File: src/rtl/logic_pkg.sv
// Shared definitions for the logic unit pipeline: operation codes.
package logic_pkg;

  typedef enum logic [2:0] {
    OP_AND     = 3'd0,
    OP_OR      = 3'd1,
    OP_XOR     = 3'd2,
    OP_XNOR    = 3'd3,
    OP_NAND    = 3'd4,
    OP_NOR     = 3'd5,
    OP_ACC_XOR = 3'd6,
    OP_ACC_CLR = 3'd7
  } op_e;

endpackage

File: src/rtl/logic_op_eval.sv
// Combinational operation evaluator: bitwise ops on a/b, plus checksum update ops.
module logic_op_eval
  import logic_pkg::*;
#(
  parameter int WIDTH = 8
) (
  input  op_e              op,
  input  logic [WIDTH-1:0] a,
  input  logic [WIDTH-1:0] b,
  input  logic [WIDTH-1:0] acc_in,
  output logic [WIDTH-1:0] y,
  output logic [WIDTH-1:0] acc_out
);

  always_comb begin
    y       = '0;
    acc_out = acc_in;
    unique case (op)
      OP_AND:     y = a & b;
      OP_OR:      y = a | b;
      OP_XOR:     y = a ^ b;
      OP_XNOR:    y = ~(a ^ b);
      OP_NAND:    y = ~(a & b);
      OP_NOR:     y = ~(a | b);
      OP_ACC_XOR: begin
        acc_out = acc_in ^ a ^ b;
        y       = acc_in ^ a ^ b;
      end
      OP_ACC_CLR: begin
        acc_out = '0;
        y       = '0;
      end
      default: y = '0;
    endcase
  end

endmodule

File: src/rtl/logic_unit_pipe.sv
// Two-stage logic unit: S1 captures operands, S2 evaluates and registers result and checksum.
module logic_unit_pipe
  import logic_pkg::*;
#(
  parameter int WIDTH = 8,
  parameter int CNTW  = 16
) (
  input  logic             clk,
  input  logic             rst_n,
  input  logic             in_valid,
  output logic             in_ready,
  input  logic [2:0]       op,
  input  logic [WIDTH-1:0] a,
  input  logic [WIDTH-1:0] b,
  output logic             out_valid,
  input  logic             out_ready,
  output logic [WIDTH-1:0] y,
  output logic             y_par,
  output logic [WIDTH-1:0] acc,
  output logic [CNTW-1:0]  count
);

  logic             s1_valid_q, s1_valid_d;
  op_e              s1_op_q, s1_op_d;
  logic [WIDTH-1:0] s1_a_q, s1_a_d;
  logic [WIDTH-1:0] s1_b_q, s1_b_d;
  logic             out_valid_q, out_valid_d;
  logic [WIDTH-1:0] y_q, y_d;
  logic [WIDTH-1:0] acc_q, acc_d;
  logic [CNTW-1:0]  count_q, count_d;

  logic             en;
  logic [WIDTH-1:0] eval_y;
  logic [WIDTH-1:0] eval_acc;

  // Whole pipe advances together; a held output freezes both stages.
  assign en = !out_valid_q || out_ready;

  logic_op_eval #(.WIDTH(WIDTH)) u_eval (
    .op      (s1_op_q),
    .a       (s1_a_q),
    .b       (s1_b_q),
    .acc_in  (acc_q),
    .y       (eval_y),
    .acc_out (eval_acc)
  );

  always_comb begin
    s1_valid_d  = s1_valid_q;
    s1_op_d     = s1_op_q;
    s1_a_d      = s1_a_q;
    s1_b_d      = s1_b_q;
    out_valid_d = out_valid_q;
    y_d         = y_q;
    acc_d       = acc_q;
    count_d     = count_q;

    if (en) begin
      s1_valid_d  = in_valid;
      s1_op_d     = op_e'(op);
      s1_a_d      = a;
      s1_b_d      = b;
      out_valid_d = s1_valid_q;
      // Bubbles leave y and the checksum untouched.
      if (s1_valid_q) begin
        y_d   = eval_y;
        acc_d = eval_acc;
      end
    end

    if (out_valid_q && out_ready && (count_q != {CNTW{1'b1}})) begin
      count_d = count_q + 1'b1;
    end
  end

  always_ff @(posedge clk or negedge rst_n) begin
    if (!rst_n) begin
      s1_valid_q  <= 1'b0;
      s1_op_q     <= OP_AND;
      s1_a_q      <= '0;
      s1_b_q      <= '0;
      out_valid_q <= 1'b0;
      y_q         <= '0;
      acc_q       <= '0;
      count_q     <= '0;
    end else begin
      s1_valid_q  <= s1_valid_d;
      s1_op_q     <= s1_op_d;
      s1_a_q      <= s1_a_d;
      s1_b_q      <= s1_b_d;
      out_valid_q <= out_valid_d;
      y_q         <= y_d;
      acc_q       <= acc_d;
      count_q     <= count_d;
    end
  end

  assign in_ready  = en;
  assign out_valid = out_valid_q;
  assign y         = y_q;
  assign y_par     = ^y_q;
  assign acc       = acc_q;
  assign count     = count_q;

endmodule

File: config.mk
export PLATFORM = sky130hd
export DESIGN_NAME = logic_unit_pipe
export DESIGN_NICKNAME = d
export VERILOG_FILES = /design/src/rtl/logic_pkg.sv /design/src/rtl/logic_op_eval.sv /design/src/rtl/logic_unit_pipe.sv
export SDC_FILE = /design/constraint.sdc
export NUM_CORES = 1
export LEC_CHECK = 0
export BUFFER_PORTS_ARGS = -buffer_cell sky130_fd_sc_hd__buf_2
export CAP_MARGIN = 5
export CORE_MARGIN = 5
export CORE_UTILIZATION = 40
export DETAILED_ROUTE_END_ITERATION = 7
export PLACE_DENSITY = 0.56
export SLEW_MARGIN = 20
export SYNTH_ARGS = -nofsm -noshare
export SYNTH_HDL_FRONTEND = slang
export SYNTH_SLANG_ARGS = --single-unit
export TNS_END_PERCENT = 1
File: constraint.sdc
create_clock -name clk -period 1.8 [get_ports clk]
set_input_delay 0.09 -clock clk [delete_from_list [all_inputs] [get_ports clk]]
set_output_delay 0.09 -clock clk [all_outputs]
set_load 0.005 [all_outputs]
==> qor.txt <==
count leader, synth - dfrtp_1
WS Path Type - reg2reg
pin count of the biggest net entering global routing - 40
RePlAce Congestion - 0.8854
FF-to-FF path depth - 5
Yosys top cell area share - 40.93%
status - finished clean
Non-Filler Instances - 515
Post-synth EDFFs - 0
share of cells above drive strength 1 - 21.07%
Final Hold Fails - 0
diode count - 0
Num Clock Sinks - 53
DR pass1 iterations - 4
r2r setup slk - 0.13 ns
GRT overflow - 0
reg2reg end - count[1]
Peak VDD IR - 0.4157 mV
Synth area leaders - dfrtp_1, xnor2_1, ha_1
Peak Freq - 0.5981 GHz
hold_sp - op[1]
Synth Register Bits - 53
# setup viols final - 0
io pins - 58
GRT Total Usage - 15.15%
Synth warnings - 0
IO buf count - 57
first-pass GRT wire length - 12320 um
Power Dens Cells - 1079 mW/mm^2
placed cell area - 0.003627 sq mm
setup tns final - 0 ns
clk_lat worst skew - 0.31 ns
post-route cell area - 0.003923 sq mm
DRC - 0
vias in the first global route - 2542
Slew HR - 64.97%
asr flop ratio synth - 100.0%
Mapped Avg Cell Area - 9.531 sq um
htree depth - 2
antenna violations before repair - 0
Post-DP HPWL - 5270 um
placed insts - 489
end of the worst hold path - s1_op_q[1]
crit path DAT - 1.87 ns
Starting Density - 41.51%
clk slew on worst S/H paths - 0.10 ns
Lkg Pwr - 1.878 nW
number of DRC markers in iteration 0 - 80
Post-Syn Instances - 340
die area - 0.01000 sq mm
clock root cell - clkbuf_8
Final Util - 50.24%
CTS tree - yes
Tightest Pin Transition - 0.5241 ns
sequential share of the synthesized area - 40.93%
CTS Buf Count - 5
Pins Over Slew Limit - 0
P&R area growth vs syn - 21.04%
DR WL/cell - 14.27 um
Core Area - 0.007807 sq mm
crit path max fanout - 8
post-layout minimum cycle time - 1.672 ns
fillcell total - 755
skew final - 0.009809 ns
die height - 100.0 um
synth cell count leaders - dfrtp_1, nand2_1, xnor2_1
vias per cell - 5.074
fin nets - 452
vias - 2613
RSZ-0062 raised after global routing - false
post-cts resize count - 0
Synth cell types - 39
Rows - 32
Cells on Worst Hold Path - 2
CP required - 2.00 ns
Synth Cell Area - 0.003241 sq mm
Worst R2R Start - count[0]
Die X - 100.0 um
Yosys top cell by area - dfrtp_1
Startpoint Class - register
Most used DFF post-synth - dfrtp_1
Period Utilization, post-route - 92.89%
crit path capture type - register
Net Count, Synth - 380
clock buffer depth - 2
min-delay worst type - in2reg
final wirelength - 7351 um
number of nets still failing antenna checks after routing - 0
Max Cap Viol - 0
[power by group]
group          total (mW)  leakage, nW  switching, mW  internal [mW]
logic                1.64         1.16          0.769          0.870
registers            1.76        0.668          0.304           1.45
clock network       0.838       0.0543          0.421          0.417
total                4.23         1.88           1.49           2.74
[metrics by stage]
stage                     power (mW)  setup slack [ns]  hold slack [ns]
after CTS                      4.296            0.1373         0.001681
after global routing           4.542           0.05575         0.007356
final                          4.234            0.1280         0.007978
after detailed placement       3.411            0.1523          0.06525
after global placement         3.378            0.2033          0.06545
after floorplan                2.833            0.2342          -0.2056
[worst max-delay path, cell delays in order, from the launching register on]
cell and delay, ns:
dfrtp_1 0.41, ha_1 0.23, and4_4 0.27, nand4_4 0.15, and2_4 0.21, mux2_4 0.30
[layout make-up]
type,instances,area [sq um],area share (%)
Sequential cell,53,1326,33.81
Tap cell,102,127.6,3.254
Timing Repair Buffer,83,538.0,13.72
Inverter,17,63.81,1.627
Clock inverter,3,46.29,1.180
Clock buffer,5,68.82,1.754
Multi-Input combinational cell,252,1752,44.66
[layer usage]
| layer | vias up | GRT usage (%) | routed length (um) |
|---|---|---|---|
| li1 | 1316 | - | - |
| met1 | 1243 | 21.96 | 3543 |
| met2 | 47 | 23.45 | 3392 |
| met3 | 7 | 2.641 | 327 |
| met4 | 0 | 3.938 | 87 |
| met5 | - | 0 | 0 |
[kinds of logic after synthesis]
group           share of synthesized area, %
mux                                    1.853
buf+inv                                5.019
compound gates                         14.83
xor+xnor                               10.00
fa+ha+maj                              6.564
simple gates                           20.81
flops                                  40.93
[layout by cell type (no fill, tap or decap), types with 2 or more instances in the layout]
| master | n |
|---|---|
| buf_2 | 57 |
| dfrtp_1 | 53 |
| nand2_1 | 49 |
| xnor2_1 | 33 |
| o21ai_0 | 24 |
| a21o_1 | 21 |
| dlygate4sd3_1 | 18 |
| inv_1 | 17 |
| ha_1 | 17 |
| nor2_1 | 11 |
| nor3b_1 | 8 |
| nor2b_1 | 8 |
| a32oi_1 | 8 |
| o31ai_1 | 8 |
| nand2b_1 | 7 |
| nand3_1 | 7 |
| nor3_1 | 7 |
| buf_4 | 7 |
| nand4_1 | 6 |
| a22o_1 | 5 |
| clkbuf_8 | 5 |
| xor2_1 | 4 |
| mux2_2 | 4 |
| and4_4 | 3 |
| and3_1 | 3 |
| or2b_1 | 3 |
| a21oi_1 | 2 |
| nand4_4 | 2 |
| and2_1 | 2 |
| or3_1 | 2 |
[worst max-delay path by stage]
stage,cells after the start,start,slack [ns],endpoint
after floorplan,5,count[0],0.23,count[1]
after global placement,5,count[0],0.20,count[1]
after detailed placement,5,count[1],0.15,count[1]
after CTS,5,count[1],0.14,count[1]
after global routing,5,count[1],0.06,count[1]
final,5,count[0],0.13,count[1]
[state kept, by name (all words and copies together) (netlist names)]
signal      cells
acc             8
y               8
s1_b_q          8
s1_a_q          8
s1_op_q         3
out_valid       1
count          16
s1_valid_q      1
[repair_timing]
item,4_1_cts,5_1_grt
buffers inserted,0,0
hold endpoints to repair,34,1
hold buffers,17,1
Power figures use the tool's default switching activity.
